$ cat src/rtl/sync_fifo_pkg.sv
// Shared types and elaboration helpers for the parameterised synchronous FIFO.
package sync_fifo_pkg;

  // Per-cycle operation, encoded as {rd_ok, wr_ok}.
  typedef enum logic [1:0] {
    OP_NONE = 2'b00,
    OP_WR   = 2'b01,
    OP_RD   = 2'b10,
    OP_RW   = 2'b11
  } fifo_op_e;

  // Bits needed to hold 0..depth inclusive.
  function automatic int cnt_width(input int depth);
    return (depth < 1) ? 1 : $clog2(depth + 1);
  endfunction

  function automatic bit thresh_ok(input int addr_w, input int afull, input int aempty);
    int depth;
    depth = 1 << addr_w;
    return (afull >= 1) && (afull <= depth) && (aempty >= 0) && (aempty <= depth - 1);
  endfunction

endpackage

$ cat src/rtl/sync_fifo_param_if.sv
// Handshake/data bundle between a FIFO producer/consumer (master) and the FIFO (slave).
interface sync_fifo_param_if
  import sync_fifo_pkg::*;
#(
  parameter int DATA_W = 16,
  parameter int ADDR_W = 4
);
  localparam int CNT_W = cnt_width(1 << ADDR_W);

  logic              flush;
  logic              wr_en;
  logic [DATA_W-1:0] din;
  logic              rd_en;
  logic [DATA_W-1:0] dout;
  logic              dout_valid;
  logic              full;
  logic              empty;
  logic              almost_full;
  logic              almost_empty;
  logic [CNT_W-1:0]  count;
  logic              overflow;
  logic              underflow;

  modport master (
    output flush, wr_en, din, rd_en,
    input  dout, dout_valid, full, empty, almost_full, almost_empty, count, overflow, underflow
  );

  modport slave (
    input  flush, wr_en, din, rd_en,
    output dout, dout_valid, full, empty, almost_full, almost_empty, count, overflow, underflow
  );
endinterface

$ cat src/rtl/fifo_sdp_ram.sv
// Simple dual-port storage: synchronous write, asynchronous read, no reset.
module fifo_sdp_ram #(
  parameter int DATA_W = 16,
  parameter int ADDR_W = 4
) (
  input  logic              clk,
  input  logic              we,
  input  logic [ADDR_W-1:0] waddr,
  input  logic [DATA_W-1:0] wdata,
  input  logic [ADDR_W-1:0] raddr,
  output logic [DATA_W-1:0] rdata
);
  logic [DATA_W-1:0] mem [2**ADDR_W];

  always_ff @(posedge clk) begin
    if (we) mem[waddr] <= wdata;
  end

  assign rdata = mem[raddr];
endmodule

$ cat src/rtl/sync_fifo_param.sv
// Single-clock FIFO using all 2**ADDR_W entries, standard or FWFT read port,
// registered level flags and sticky overflow/underflow.
module sync_fifo_param
  import sync_fifo_pkg::*;
#(
  parameter int DATA_W        = 16,
  parameter int ADDR_W        = 4,
  parameter bit FWFT          = 1'b0,
  parameter int AFULL_THRESH  = 12,
  parameter int AEMPTY_THRESH = 2
) (
  input logic              clk,
  input logic              reset,
  sync_fifo_param_if.slave bus
);
  localparam int DEPTH = 1 << ADDR_W;
  localparam int CNT_W = cnt_width(DEPTH);
  localparam logic [CNT_W-1:0] DEPTH_C = CNT_W'(DEPTH);
  localparam logic [CNT_W-1:0] AF_C    = CNT_W'(AFULL_THRESH);
  localparam logic [CNT_W-1:0] AE_C    = CNT_W'(AEMPTY_THRESH);

  if (!thresh_ok(ADDR_W, AFULL_THRESH, AEMPTY_THRESH)) begin : g_bad_thresh
    $error("sync_fifo_param: AFULL_THRESH/AEMPTY_THRESH out of range");
  end

  logic [ADDR_W-1:0] wr_ptr, rd_ptr;
  logic [CNT_W-1:0]  cnt_q, cnt_nxt;
  logic              full_q, empty_q, afull_q, aempty_q, ovf_q, udf_q;
  logic              wr_ok, rd_ok;
  logic [DATA_W-1:0] rdata;
  fifo_op_e          op;

  // Acceptance is judged on the flags registered at the start of the cycle.
  assign wr_ok = bus.wr_en & ~full_q;
  assign rd_ok = bus.rd_en & ~empty_q;
  assign op    = fifo_op_e'({rd_ok, wr_ok});

  always_comb begin
    cnt_nxt = cnt_q;
    unique case (op)
      OP_WR:   cnt_nxt = cnt_q + CNT_W'(1);
      OP_RD:   cnt_nxt = cnt_q - CNT_W'(1);
      default: cnt_nxt = cnt_q;
    endcase
  end

  always_ff @(posedge clk) begin
    if (reset || bus.flush) begin
      wr_ptr   <= '0;
      rd_ptr   <= '0;
      cnt_q    <= '0;
      full_q   <= 1'b0;
      empty_q  <= 1'b1;
      afull_q  <= 1'b0;
      aempty_q <= 1'b1;
    end else begin
      if (wr_ok) wr_ptr <= wr_ptr + ADDR_W'(1);
      if (rd_ok) rd_ptr <= rd_ptr + ADDR_W'(1);
      cnt_q    <= cnt_nxt;
      full_q   <= (cnt_nxt == DEPTH_C);
      empty_q  <= (cnt_nxt == '0);
      afull_q  <= (cnt_nxt >= AF_C);
      aempty_q <= (cnt_nxt <= AE_C);
    end
  end

  // Error flags survive flush; only reset clears them.
  always_ff @(posedge clk) begin
    if (reset) begin
      ovf_q <= 1'b0;
      udf_q <= 1'b0;
    end else if (!bus.flush) begin
      if (bus.wr_en && full_q)  ovf_q <= 1'b1;
      if (bus.rd_en && empty_q) udf_q <= 1'b1;
    end
  end

  fifo_sdp_ram #(.DATA_W(DATA_W), .ADDR_W(ADDR_W)) u_ram (
    .clk   (clk),
    .we    (wr_ok & ~bus.flush & ~reset),
    .waddr (wr_ptr),
    .wdata (bus.din),
    .raddr (rd_ptr),
    .rdata (rdata)
  );

  if (FWFT) begin : g_fwft
    assign bus.dout       = rdata;
    assign bus.dout_valid = ~empty_q;
  end else begin : g_std
    logic [DATA_W-1:0] dout_q;
    logic              dv_q;

    always_ff @(posedge clk) begin
      if (reset || bus.flush) begin
        dout_q <= '0;
        dv_q   <= 1'b0;
      end else begin
        dv_q <= rd_ok;
        if (rd_ok) dout_q <= rdata;
      end
    end

    assign bus.dout       = dout_q;
    assign bus.dout_valid = dv_q;
  end

  assign bus.full         = full_q;
  assign bus.empty        = empty_q;
  assign bus.almost_full  = afull_q;
  assign bus.almost_empty = aempty_q;
  assign bus.count        = cnt_q;
  assign bus.overflow     = ovf_q;
  assign bus.underflow    = udf_q;
endmodule

$ cat src/flat_wrapper.sv
// flat-port wrapper written by rule: the top's interface ports become plain ports
module sync_fifo_param_flat import sync_fifo_pkg::*;
#(
  parameter int DATA_W        = 16,
  parameter int ADDR_W        = 4,
  parameter bit FWFT          = 1'b0,
  parameter int AFULL_THRESH  = 12,
  parameter int AEMPTY_THRESH = 2
)
  (clk, reset, bus_flush, bus_wr_en, bus_din, bus_rd_en, bus_dout, bus_dout_valid, bus_full, bus_empty, bus_almost_full, bus_almost_empty, bus_count, bus_overflow, bus_underflow);
  sync_fifo_param_if #(.DATA_W(DATA_W), .ADDR_W(ADDR_W)) bus_i ();
  input logic clk;
  input logic reset;
  input wire logic [$bits(bus_i.flush)-1:0] bus_flush;
  input wire logic [$bits(bus_i.wr_en)-1:0] bus_wr_en;
  input wire logic [$bits(bus_i.din)-1:0] bus_din;
  input wire logic [$bits(bus_i.rd_en)-1:0] bus_rd_en;
  output wire logic [$bits(bus_i.dout)-1:0] bus_dout;
  output wire logic [$bits(bus_i.dout_valid)-1:0] bus_dout_valid;
  output wire logic [$bits(bus_i.full)-1:0] bus_full;
  output wire logic [$bits(bus_i.empty)-1:0] bus_empty;
  output wire logic [$bits(bus_i.almost_full)-1:0] bus_almost_full;
  output wire logic [$bits(bus_i.almost_empty)-1:0] bus_almost_empty;
  output wire logic [$bits(bus_i.count)-1:0] bus_count;
  output wire logic [$bits(bus_i.overflow)-1:0] bus_overflow;
  output wire logic [$bits(bus_i.underflow)-1:0] bus_underflow;
  assign bus_i.flush = bus_flush;
  assign bus_i.wr_en = bus_wr_en;
  assign bus_i.din = bus_din;
  assign bus_i.rd_en = bus_rd_en;
  assign bus_dout = bus_i.dout;
  assign bus_dout_valid = bus_i.dout_valid;
  assign bus_full = bus_i.full;
  assign bus_empty = bus_i.empty;
  assign bus_almost_full = bus_i.almost_full;
  assign bus_almost_empty = bus_i.almost_empty;
  assign bus_count = bus_i.count;
  assign bus_overflow = bus_i.overflow;
  assign bus_underflow = bus_i.underflow;
  sync_fifo_param #(.DATA_W(DATA_W), .ADDR_W(ADDR_W), .FWFT(FWFT), .AFULL_THRESH(AFULL_THRESH), .AEMPTY_THRESH(AEMPTY_THRESH)) u_core (.clk(clk), .reset(reset), .bus(bus_i));
endmodule
$ cat config.mk
export PLATFORM = sky130hd
export DESIGN_NAME = sync_fifo_param_flat
export DESIGN_NICKNAME = d
export VERILOG_FILES = /design/src/rtl/sync_fifo_pkg.sv /design/src/rtl/sync_fifo_param_if.sv /design/src/rtl/fifo_sdp_ram.sv /design/src/rtl/sync_fifo_param.sv /design/src/flat_wrapper.sv
export SDC_FILE = /design/constraint.sdc
export NUM_CORES = 1
export LEC_CHECK = 0
export ABC_AREA = 1
export BUFFER_PORTS_ARGS = -buffer_cell sky130_fd_sc_hd__buf_2
export CAP_MARGIN = 20
export CORE_UTILIZATION = 45
export DETAILED_ROUTE_END_ITERATION = 6
export GPL_ROUTABILITY_DRIVEN = 0
export SLEW_MARGIN = 10
export SYNTH_ARGS = -nofsm -noshare
export SYNTH_HDL_FRONTEND = slang
export SYNTH_SLANG_ARGS = --single-unit
export TNS_END_PERCENT = 5
$ cat constraint.sdc
create_clock -name clk -period 4.3 [get_ports clk]
set_input_delay 0.215 -clock clk [delete_from_list [all_inputs] [get_ports clk]]
set_output_delay 0.215 -clock clk [all_outputs]
set_load 0.005 [all_outputs]
==> results summary, run 1 <==
The worst setup path is captured at a register. Setup repair after global routing left no endpoint under its margin. After global routing the overflow that remains totals 0. The net count after synthesis came out at 963. The number of antenna cells inserted came out at 0.

The number of ports placed on the die boundary came out at 49. The clock tree from TritonCTS is yes. The number of max-cap violations came out at 0. The post-detailed-route via-to-cell ratio came out at 5.66. The core outline area is 25300 um2. Summed over all cells, the static leakage comes to 4.53 nW. The xor and xnor fraction of the mapped netlist area came out at 0.0754%.

The post-route cell area is 13200 um2. The number of cells on the worst hold path is 3. The worst reg-to-reg setup slack is 1710 ps.

The via count of the first global-routing pass is 7319. The pre-antenna-repair detailed-routing pass consisted of 5 iterations. The flow ran to the end, and the final reports show no timing, DRC or antenna violations. Of the post-synthesis cell area, the part taken by muxes is 0%. The worst path uses 70.6% of the clock period. The post-synthesis area per instance came out at 12.4 um2. The residual DRC count came out at 0. The worst-case IR drop observed on VDD is 0.000307 V.

The number of cells on the worst reg-to-reg path came out at 5. Setup violations remaining at the end of the flow were counted as 0. Based on the critical path, the design can be clocked at up to 330 MHz. The area growth from synthesis to layout is 13.5%. The width of the die is 163 um. The worst hold-check slack came out at 44.4 ps. In the post-synthesis netlist, the biggest area contributors are edfxtp_1, dfxtp_1, nor2_1. Buffers placed on the I/O ports in this run total 48. The first routing iteration left 855 violations. The compound-cell area share of the yosys netlist came out at 11.7%. The fraction of layout instances using a drive strength above 1 came out at 14.1%. The y dimension of the die came out at 163 um.

The path class of the tightest hold or removal check is primary input to register. The relative slew slack is 29.2%. At the pin with the least slew margin, the transition time is 1060 ps. The floorplan die area is 26400 um2. The setup path with the least slack is of type primary input to register. After layout, the minimum clock period comes to 3030 ps.

The final count of hold timing violations came to 0. At the worst endpoint, the required time is 4460 ps. The total number of H-tree levels is 1. The synthesized netlist occupies a cell area of 11600 um2. The clock-pin transition on the worst setup and hold timing paths is 60 ps.

The data arrival at the endpoint of the critical path is 3200 ps. Across all layers, the routed design uses 7529 vias. The number of different library cells used by synthesis comes to 31. The post-route non-filler standard cell count came out at 1331.

The CTS buffer count is 30. The gate count of the mapped netlist is 935. Entering global routing, the biggest net connects 74 pins. The largest fanout of any net on the critical path came out at 28. The total of flip-flops plus latches after synthesis came out at 292. The setup TNS after final layout came out at 0 ps. The number of warning messages in the yosys log is 0.

The initial antenna violation count came out at 0. The first-pass GRT wire length is 42.9 mm. The power density over the cells came out at 445 nW/um2. The overall global routing resource usage is 21.5%. The final max-slew violation count came out at 0. The count of nets left with antenna violations once routing finished came out at 0. The instance area after placement is 12200 um2. The count of nets after finishing is 1005.

STA classifies the critical path startpoint as a primary input. The number of clock sinks came out at 292. The root buffer cell is clkbuf_16. For the final database, setup skew stands at 9.86 ps.

The post-detailed-placement half-perimeter wirelength is 16.2 mm. The clock reaches the later pin of the worst-skew pair after 550 ps. The number of rows in the core area is 58. The area share of the leading cell type in the synthesized netlist is 66.2%. The cell total after placement is 1271. The per-cell routed wire length came out at 20.9 um. In this run the deepest clock path goes through 3 buffers. The fraction of the mapped netlist area in simple logic gates came out at 11.0%.

After synthesis, the largest family of logic cells by area is compound AO/OA/AOI/OAI gates. After Yosys synthesis, full adders, half adders and majority gates account for 0.754% of the synthesized area. Sequential cells were found to cover 72.4% of the synthesized design area.

edfxtp_1 takes more of the synthesized area than any other cell. The total length of routed wires is 27.8 mm. Once the floorplan was initialized, standard cells occupied 46.0% of the core.
through the flow:
stage | util (%) | setup WS (ps) | total power [W]
finish | 52.2 | 1270 | 0.00586
global placement | 48.2 | 1280 | 0.00338
detailed placement | 48.2 | 1150 | 0.00338
floorplan | - | 2010 | 0.00329
global route | 52.2 | 944 | 0.00604
CTS | 52.2 | 1190 | 0.00590
path summary, 6_finish.rpt:
check | start | end
hold reg to reg | u_core.wr_ptr[0]$_SDFFE_PP0P_ | u_core.wr_ptr[0]$_SDFFE_PP0P_
hold / removal | bus_flush | u_core.bus.empty$_SDFF_PP1_
setup / recovery | reset | u_core.u_ram.mem[4][5]$_DFFE_PP_
setup reg to reg | u_core.rd_ptr[3]$_SDFFE_PP0N_ | u_core.bus.dout[9]$_SDFFE_PP0N_
logic make-up after synthesis:
| logic type | count (synthesis) |
|---|---|
| adders and majority gates | 7 |
| AOI/OAI and AO/OA | 227 |
| DFF | 292 |
| buffers and inverters | 103 |
| xor gates and xnor gates | 1 |
| and+or+nand+nor | 305 |
cell type report:
cell class                      instances  area (um2)
Inverter                               45         170
Multi-Input combinational cell        540        2800
Timing Repair Buffer                   68         425
Tap cell                              330         413
Clock buffer                           39         806
Sequential cell                       292        8410
Clock inverter                         17         156
Fill cell                            2166       12100
sequential cells by signal (all words and copies together) (netlist names), 4 cells and up:
name	flops
u_core.u_ram.mem	256
u_core.bus.dout	16
u_core.bus.count	5
u_core.rd_ptr	4
u_core.wr_ptr	4
placed cells by master, fill, tap and decap left out, drive strengths merged:
cell type and n:
nand2 50, o21ai 147, ha 7, nand3 48, xor2 1, o221ai 48
a31oi 2, inv 43, dfxtp 36, clkinv 15, nor2 195, dlygate4sd3 4
buf 64, nor3 11, o211ai 8, bufinv 3, nand4 1, clkbuf 39
o22ai 16, edfxtp 256, a21oi 6, clkinvlp 1
critical path, stage by stage:
cell           delay, ps
dlygate4sd3_1        530
buf_2                130
nor2_1               540
inv_2                460
nor2_1               280
nand2_1              190
nor2_2               840
metal layers:
| metal | share of wire, % | up-vias | global-route usage [%] |
|---|---|---|---|
| met5 | 0 | - | 0 |
| met4 | 4.0 | 0 | 8.96 |
| met3 | 6.0 | 65 | 3.03 |
| met2 | 46 | 239 | 33.1 |
| met1 | 45 | 3718 | 30.7 |
| li1 | - | 3507 | - |
synthesized netlist by cell type:
library cell and n:
nor2_2 1, nand3_1 46, o211ai_1 8, buf_6 2, o21ai_2 1, nand2_4 2, a21oi_1 6, inv_1 39
o21ai_0 110, nand3_2 2, nor2_4 1, nor2_8 1, clkbuf_1 15, inv_2 5, xor2_1 1, ha_1 7
nand4_1 1, o22ai_1 16, o221ai_1 48, clkinv_1 1, nor3_1 11, edfxtp_1 256, o21ai_1 36, dfxtp_1 36
nand2_2 3, buf_2 35, nor2_1 192, nand2_1 45, buf_1 1, buf_4 5, a31oi_1 2
where the power goes:
group | switching [W] | internal, W
sequential | 0.00000955 | 0.00310
clock | 0.00105 | 0.00149
combinational | 0.000158 | 0.0000598
repair_timing:
| action | CTS | global route |
|---|---|---|
| hold buffers | 4 | 0 |
| gates resized for setup | 0 | 0 |
| buffers inserted | 0 | 0 |
| endpoints found under the hold margin | 2 | 0 |
Power figures use the tool's default switching activity.
==> run 2: changes to the inputs <==
- clock period: 4.3 -> 3 ns (I/O delays scaled with it)
==> run 2 against run 1 <==
Against the previous run:
- die area unchanged
- global-route usage is 0.62 points higher
- sequential share of layout area is 1.4 points lower
- non-clock buffer count grew 31
- clock-buffer cell count is the same
- critical path depth rose by 8
- flip-flop and latch count did not move
==> results summary, run 2 (synthesized netlist as in run 1, its figures left out) <==
The root buffer cell is clkbuf_16. The final max-slew violation count came out at 0 (unchanged). The data arrival at the endpoint of the critical path came out at 2530 ps (-670 ps). The maximum number of pins on one net before global-route repair is 131 (+77%).

The startpoint identified for the worst hold timing path is bus_din[3]. The cell total after placement is 1292 (+1.7%). The initial detailed-routing violation count came out at 763 (-11%). The number of buffers inserted by post-CTS setup repair is 0 (unchanged).

Timing would allow up to 480 MHz. The peak per-stage delay on the critical path is 380 ps (-460 ps). The power density over the cells is 630 nW/um2 (+42%). The floorplan die area is 26400 um2 (unchanged).

The fraction of power spent switching nets is 20.7% (about the same). The width of the die was 163 um (unchanged). TritonCTS built the clock tree.

More flip-flops sit in one register than any other, and that register is u_core.u_ram.mem. Leaving out fill and tap cells, the most frequent cells in the layout are edfxtp_1, nor2_1, o21ai_0. The number of clock sinks is 292 (unchanged). The post-detailed-placement half-perimeter wirelength came to 16.6 mm (+2.3%). The number of ports placed on the die boundary is 49 (unchanged).

The startpoint type of the worst setup path is a register. The number of cells on the worst reg-to-reg path is 15 (+10). The residual DRC count is 0 (unchanged). The worst clock skew on the final layout came to 15.8 ps (+5.92 ps). The most common cell after layout, fill and taps aside is edfxtp_1. STA classifies the critical path endpoint as a register.

The proportion of power drawn by flip-flops and latches came out at 52.4% (-0.6 points). The total number of H-tree levels came out at 1 (unchanged). The later-pin clock latency in the skew report came to 550 ps (about the same). The overflow left after global routing is 0 (unchanged). The number of rows in the core area is 58 (unchanged). The clock power share came to 43.8% (+0.5 points). The layout filler cell count was 2169 (+0.14%).

The final count of hold timing violations is 0 (unchanged). The overall global routing resource usage is 22.1% (+0.62 points). The worst hold path belongs to the class primary input to register. The y dimension of the die came out at 163 um (unchanged). The clock-pin transition on the worst setup and hold timing paths was 60 ps (about the same). The total power after layout came out at 0.00850 W (+45%). The first-pass GRT wire length was 43.5 mm (+1.2%). The worst flop-to-flop path endpoint is u_core.bus.almost_empty$_SDFF_PP1_. The total length of routed wires is 28.9 mm (+4.1%). The worst hold path terminates at u_core.u_ram.mem[2][3]$_DFFE_PP_.

The core outline area came out at 25300 um2 (unchanged). The setup-violating endpoint count in the final report was 0 (unchanged). The static power due to leakage came out at 4.69 nW (+3.4%). The startpoint identified for the worst register-to-register timing path is u_core.bus.empty$_SDFF_PP1_. The largest fanout of any net on the critical path came out at 21 (-25%).

The number of cells on the worst hold path came to 1 (-2). The number of max-cap violations came out at 0 (unchanged). The count of nets after finishing came out at 1036 (+3.1%). The switching component of the power came out at 0.00176 W (+45%). The required time of the critical path is 3450 ps (-1010 ps). The remaining antenna violation count came to 0 (unchanged). The via count of the first global-routing pass came out at 7376 (+0.78%). The post-route fraction of the period consumed by the critical path came out at 69.4%. The number of flip-flops under the largest register name came out at 256 (unchanged). Setup repair after global routing left no endpoint under its margin. The CTS buffer count is 30 (unchanged). The setup TNS after final layout is 0 ps (unchanged). The final critical-path required period is 2080 ps. The critical path in this run is classified as register to register.

The fraction of layout instances using a drive strength above 1 is 16.3% (+2.2 points). The post-route non-filler standard cell count is 1362 (+2.3%). The combinational fraction of design power came to 3.8% (about the same). On the critical path, the stage with the largest delay is an instance of dfxtp_1. The most repeated library cell on the critical path is nand2_1. The worst reg-to-reg setup slack is 920 ps (-790 ps). The count of buffers inserted at the top-level ports was 48 (unchanged). The effective utilization at floorplan came out at 46.0% (unchanged). The relative slew slack is 29.6% (+0.42 points). The post-detailed-route via-to-cell ratio came out at 5.62 (-0.61%). The total iterations of the first detailed-routing run is 5 (unchanged). The overall via count from detail_route came out at 7657 (+1.7%). The number of antenna cells inserted came out at 0 (unchanged). Traced cell by cell, the critical path runs through nor2_8 -> nand2_4 -> nand2_1 -> nand2_1 -> inv_1 -> ha_1 -> inv_1 -> nand2_1 -> nand3_2 -> o21ai_2 -> nand3_1 -> nand2_1 -> nand2_2 -> nor2_4 -> nor2_2. The initial antenna violation count came out at 0 (unchanged). The run finished with clean final reports. The area growth from synthesis to layout is 16.1%.

The per-cell routed wire length is 21.2 um (+1.7%). The maximum vdd ir drop is 0.000491 V (+60%). The internal cell power came out at 0.00673 W (+45%).

The maximum clock path buffer count is 3 (unchanged). The slew of the pin with the lowest slew margin is 1050 ps (-6.27 ps).
[run 2: routing by layer]
layer	up-vias	routed length (um)	share of wire, %	global-route usage (%)
met5	-	0	0	0
met4	0	844	2.9	7.39
met3	60	1920	6.6	3.87
met2	284	13600	47	36.0
met1	3741	12500	43	30.1
li1	3572	-	-	-
[run 2: what timing repair did]
| item | 4_1_cts | 5_1_grt |
|---|---|---|
| endpoints found under the hold margin | 135 | 0 |
| gates resized for setup | 0 | 0 |
| hold buffers | 14 | 0 |
[run 2: critical path, delay by kind of cell (launching register included)]
kind	cells	cell delay [ps]
DFF	1	380
AOI/OAI and AO/OA	1	140
adders and majority gates	1	130
and+or+nand+nor	11	1210
buffers and inverters	2	120
[run 2: power groups by stage]
stage	logic [W]	clock network, W	registers [W]
after floorplan	0.000170	0	0.00454
after global placement	0.000304	0	0.00454
after detailed placement	0.000307	0	0.00454
after CTS	0.000322	0.00378	0.00445
after global routing	0.000358	0.00393	0.00445
final	0.000320	0.00373	0.00445
[run 2: worst max path at each step]
stage | start | endpoint | slack (ps) | cells past startpoint
3_5_place_dp | u_core.bus.empty$_SDFF_PP1_ | u_core.bus.almost_empty$_SDFF_PP1_ | 940 | 15
6_report | u_core.bus.empty$_SDFF_PP1_ | u_core.bus.almost_empty$_SDFF_PP1_ | 920 | 15
5_1_grt | u_core.bus.empty$_SDFF_PP1_ | u_core.bus.almost_empty$_SDFF_PP1_ | 690 | 16
2_1_floorplan | u_core.bus.full$_SDFF_PP0_ | u_core.u_ram.mem[10][0]$_DFFE_PP_ | 710 | 5
3_3_place_gp | u_core.bus.empty$_SDFF_PP1_ | u_core.bus.almost_empty$_SDFF_PP1_ | 960 | 15
4_1_cts | u_core.bus.empty$_SDFF_PP1_ | u_core.bus.almost_empty$_SDFF_PP1_ | 920 | 15
[run 2: metrics by stage]
step / area, um2 / hold WS, ps / worst slack, ps / utilization (%)
floorplan: 11600 / 222 / 708 / -
global placement: 12300 / 349 / 958 / 48.9
detailed placement: 12300 / 343 / 935 / 48.9
CTS: 13500 / 4.23 / 921 / 53.4
global route: 13500 / 15.0 / 690 / 53.4
finish: 13500 / 6.48 / 917 / 53.4
[run 2: area by class of cell]
class / instances / area [um2] / area share [%]
Multi-Input combinational cell: 540 / 2800 / 20.8
Clock inverter: 17 / 174 / 1.29
Timing Repair Buffer: 99 / 683 / 5.07
Tap cell: 330 / 413 / 3.06
Sequential cell: 292 / 8410 / 62.4
Clock buffer: 39 / 826 / 6.13
Inverter: 45 / 170 / 1.26
==> run 3: changes to the inputs <==
- clock period: 3 -> 1.85 ns (I/O delays scaled with it)
==> run 3 against run 2 <==
Against the previous run:
- sequential share of layout area shrank 1.8 points
- highest routed layer unchanged
- combinational power up 80%
- largest cell class unchanged
- die area is the same
- critical endpoint is now u_core.u_ram.mem[11][6]$_DFFE_PP_
- critical path depth fell by 8
==> results summary, run 3 (synthesized netlist as in run 1, its figures left out) <==
The flow ran to the end, and the final reports show no timing, DRC or antenna violations. TritonCTS built the clock tree. The maximum number of pins on one net before global-route repair is 44 (-66%). The number of cells on the worst reg-to-reg path came out at 7 (-8). The later-pin clock latency in the skew report came out at 540 ps (about the same). The post-detailed-placement half-perimeter wirelength is 17.8 mm (+7.2%).

The worst setup path is launched from a register. The critical path capture point type is a register. The worst hold-check slack came out at 57.8 ps (+51.3 ps). The largest fanout of any net on the critical path is 10 (-52%). Traced cell by cell, the critical path runs through inv_1 -> nand2_4 -> buf_4 -> inv_1 -> nand2_1 -> nor3_2 -> buf_4.

The register with the most flip-flops is u_core.u_ram.mem. The count of nets after finishing is 1076 (+3.9%). The via count of the first global-routing pass came out at 7449 (+0.99%). The worst clock skew on the final layout came to 7.64 ps (-8.14 ps). The slowest stage of the critical path is the dfxtp_2 cell.

The instance area after placement is 12700 um2 (+2.6%). The effective utilization at floorplan came out at 46.0% (unchanged). The residual DRC count is 0 (unchanged). The total number of H-tree levels is 1 (unchanged). The area growth from synthesis to layout is 19.6%. The data arrival at the endpoint of the critical path came out at 2030 ps (-500 ps). The CTS buffer count is 29 (-3.3%). The cell total after placement came out at 1323 (+2.4%). The source of the worst register-to-register timing path is u_core.bus.full$_SDFF_PP0_. The power density over the cells is 982 nW/um2 (+56%). The total iterations of the first detailed-routing run was 5 (unchanged). The post-route cell area is 13900 um2 (+3.0%). The maximum achievable frequency came out at 553 MHz (+15%).

The number of rows in the core area came out at 58 (unchanged). The count of buffers inserted at the top-level ports is 48 (unchanged). The uppermost layer routed is met4. The count of buffering cells on the critical path with inverters included came out at 4 (+2). Setup repair after global routing could not meet its margin everywhere. The worst flop-to-flop path endpoint is u_core.u_ram.mem[11][6]$_DFFE_PP_.

The slew of the pin with the lowest slew margin came out at 386 ps (-668 ps). The y dimension of the die came to 163 um (unchanged). Among cell families on the critical path, the largest total delay comes from buffers and inverters. The peak per-stage delay on the critical path came out at 330 ps (-50 ps).

The required time of the critical path is 2070 ps (-1380 ps). The number of clock sinks is 292 (unchanged). The per-cell routed wire length came out at 20.5 um (-3.5%).

The number of cells on the critical path came out at 7 (-8). The setup-violating endpoint count in the final report was 0 (unchanged). The final count of hold timing violations came to 0 (unchanged). The static power due to leakage came out at 4.92 nW (+4.9%). The number of antenna cells inserted was 0 (unchanged). The post-route fraction of the period consumed by the critical path was 97.7% (+28 points). The final max-slew violation count is 0 (unchanged). The overflow left after global routing came out at 0 (unchanged).

Leaving out fill and tap cells, the most frequent cells in the layout are edfxtp_1, nor2_1, o21ai_0. The remaining antenna violation count came out at 0 (unchanged). The width of the die was 163 um (unchanged). The first-pass GRT wire length is 43.3 mm (-0.38%). The number of max-cap violations is 0 (unchanged). The setup TNS after final layout came out at 0 ps (unchanged). The maximum clock path buffer count was 3 (unchanged). The floorplan die area came out at 26400 um2 (unchanged). The fraction of layout instances using a drive strength above 1 came out at 19.3% (+3.0 points).

The layout filler cell count came to 2093 (-3.5%). The final critical-path required period is 1810 ps (-276 ps). The clock-pin transition on the worst setup and hold timing paths was 60 ps (about the same). The overall via count from detail_route was 7693 (+0.47%).

The initial detailed-routing violation count came out at 772 (+1.2%). The timing endpoint of the critical path is u_core.u_ram.mem[11][6]$_DFFE_PP_. The setup slack at placement is 11.0 ps (-924 ps). The met3 layer wire length in the routed design came out at 1.31 mm (-32%).

The maximum vdd ir drop came to 0.000741 V (+51%). The number of flip-flops under the largest register name came out at 256 (unchanged). The initial antenna violation count is 0 (unchanged). The number of ports placed on the die boundary came out at 49 (unchanged).

The minimum setup slack in the final design came to 42.9 ps (-874 ps). The worst hold path belongs to the class primary input to register. Leaving out fill and tap cells, the most frequent cell in the layout is edfxtp_1. Clock tree synthesis selected as its root buffer the cell clkbuf_16. The total length of routed met2 wires came out at 13.9 mm (+2.2%).

The post-route non-filler standard cell count came out at 1400 (+2.8%). The worst reg-to-reg setup slack is 40 ps (-870 ps). The total length of routed wires was 28.6 mm (-0.81%). The relative slew slack came out at 74.3% (+45 points). The critical path starts at u_core.bus.full$_SDFF_PP0_.

The overall global routing resource usage is 22.1% (about the same). The met1 layer wirelength in the final routing came out at 12.7 mm (+0.94%). By startpoint and endpoint, the worst setup path is classified as register to register. The post-detailed-route via-to-cell ratio came to 5.50 (-2.3%). The core outline area is 25300 um2 (unchanged).
-- run 3: cell count changes in the layout (fill, tap and decap cells not counted), moves of 2 or more --
cell and delta:
buf_4 +25, buf_12 +7, dlygate4sd3_1 +7, clkinv_1 +3
nand2_1 -3, nand2_2 +3, buf_6 +2, clkbuf_1 -2
clkbuf_16 -2, clkbuf_8 -2, clkinvlp_4 -2, dfxtp_1 -2
-- run 3: worst min path at each step --
stage                                         to  depth (start not counted)       from  slack (ps)
4_1_cts            u_core.wr_ptr[1]$_SDFFE_PP0P_                          4  bus_wr_en          40
3_5_place_dp   u_core.bus.underflow$_SDFFE_PP0P_                          2      reset         290
6_report           u_core.wr_ptr[1]$_SDFFE_PP0P_                          4  bus_wr_en          60
2_1_floorplan   u_core.bus.overflow$_SDFFE_PP0P_                          1      reset         160
5_1_grt            u_core.wr_ptr[1]$_SDFFE_PP0P_                          4  bus_wr_en          90
3_3_place_gp    u_core.bus.overflow$_SDFFE_PP0P_                          2      reset         290
-- run 3: worst reg2reg max path, cell delays in order, from the launching register on --
cell	delay [ps]
dfxtp_2	330
inv_1	90
nand2_4	80
buf_4	170
inv_1	80
nand2_1	170
nor3_2	280
buf_4	300
-- run 3: layout make-up --
class	count	area (um2)	share of cell area [%]
clock buffer	33	741	5.34
multi-input combinational	540	2830	20.4
tap	330	413	2.97
inverter	45	171	1.23
timing repair buffer	140	1100	7.95
clock inverter	20	205	1.48
sequential	292	8420	60.6
-- run 3: what timing repair did --
item	in CTS	in global routing
pin swaps	0	8
endpoints found under the setup margin	1	28
buffers inserted	0	3
resized for setup	1	15
hold buffers	21	0
endpoints found under the hold margin	259	0
cloned	0	0
-- run 3: power by group --
group	switching (W)	internal, W	leakage (nW)
Sequential	0.0000244	0.00719	2.60
Combinational	0.000378	0.000199	1.85
Clock	0.00241	0.00343	0.468
Total	0.00281	0.0108	4.92
-- run 3: metrics by stage --
stage / util [%] / power, W
final: 55.0 / 0.0136
after detailed placement: 50.1 / 0.00789
after CTS: 54.7 / 0.0137
after floorplan: - / 0.00764
after global routing: 55.0 / 0.0140
after global placement: 50.1 / 0.00789
-- run 3: per-layer routing --
layer,track usage (%),vias up
li1,-,3648
met1,30.0,3761
met2,37.4,228
met3,2.78,56
met4,6.54,0
met5,0,-
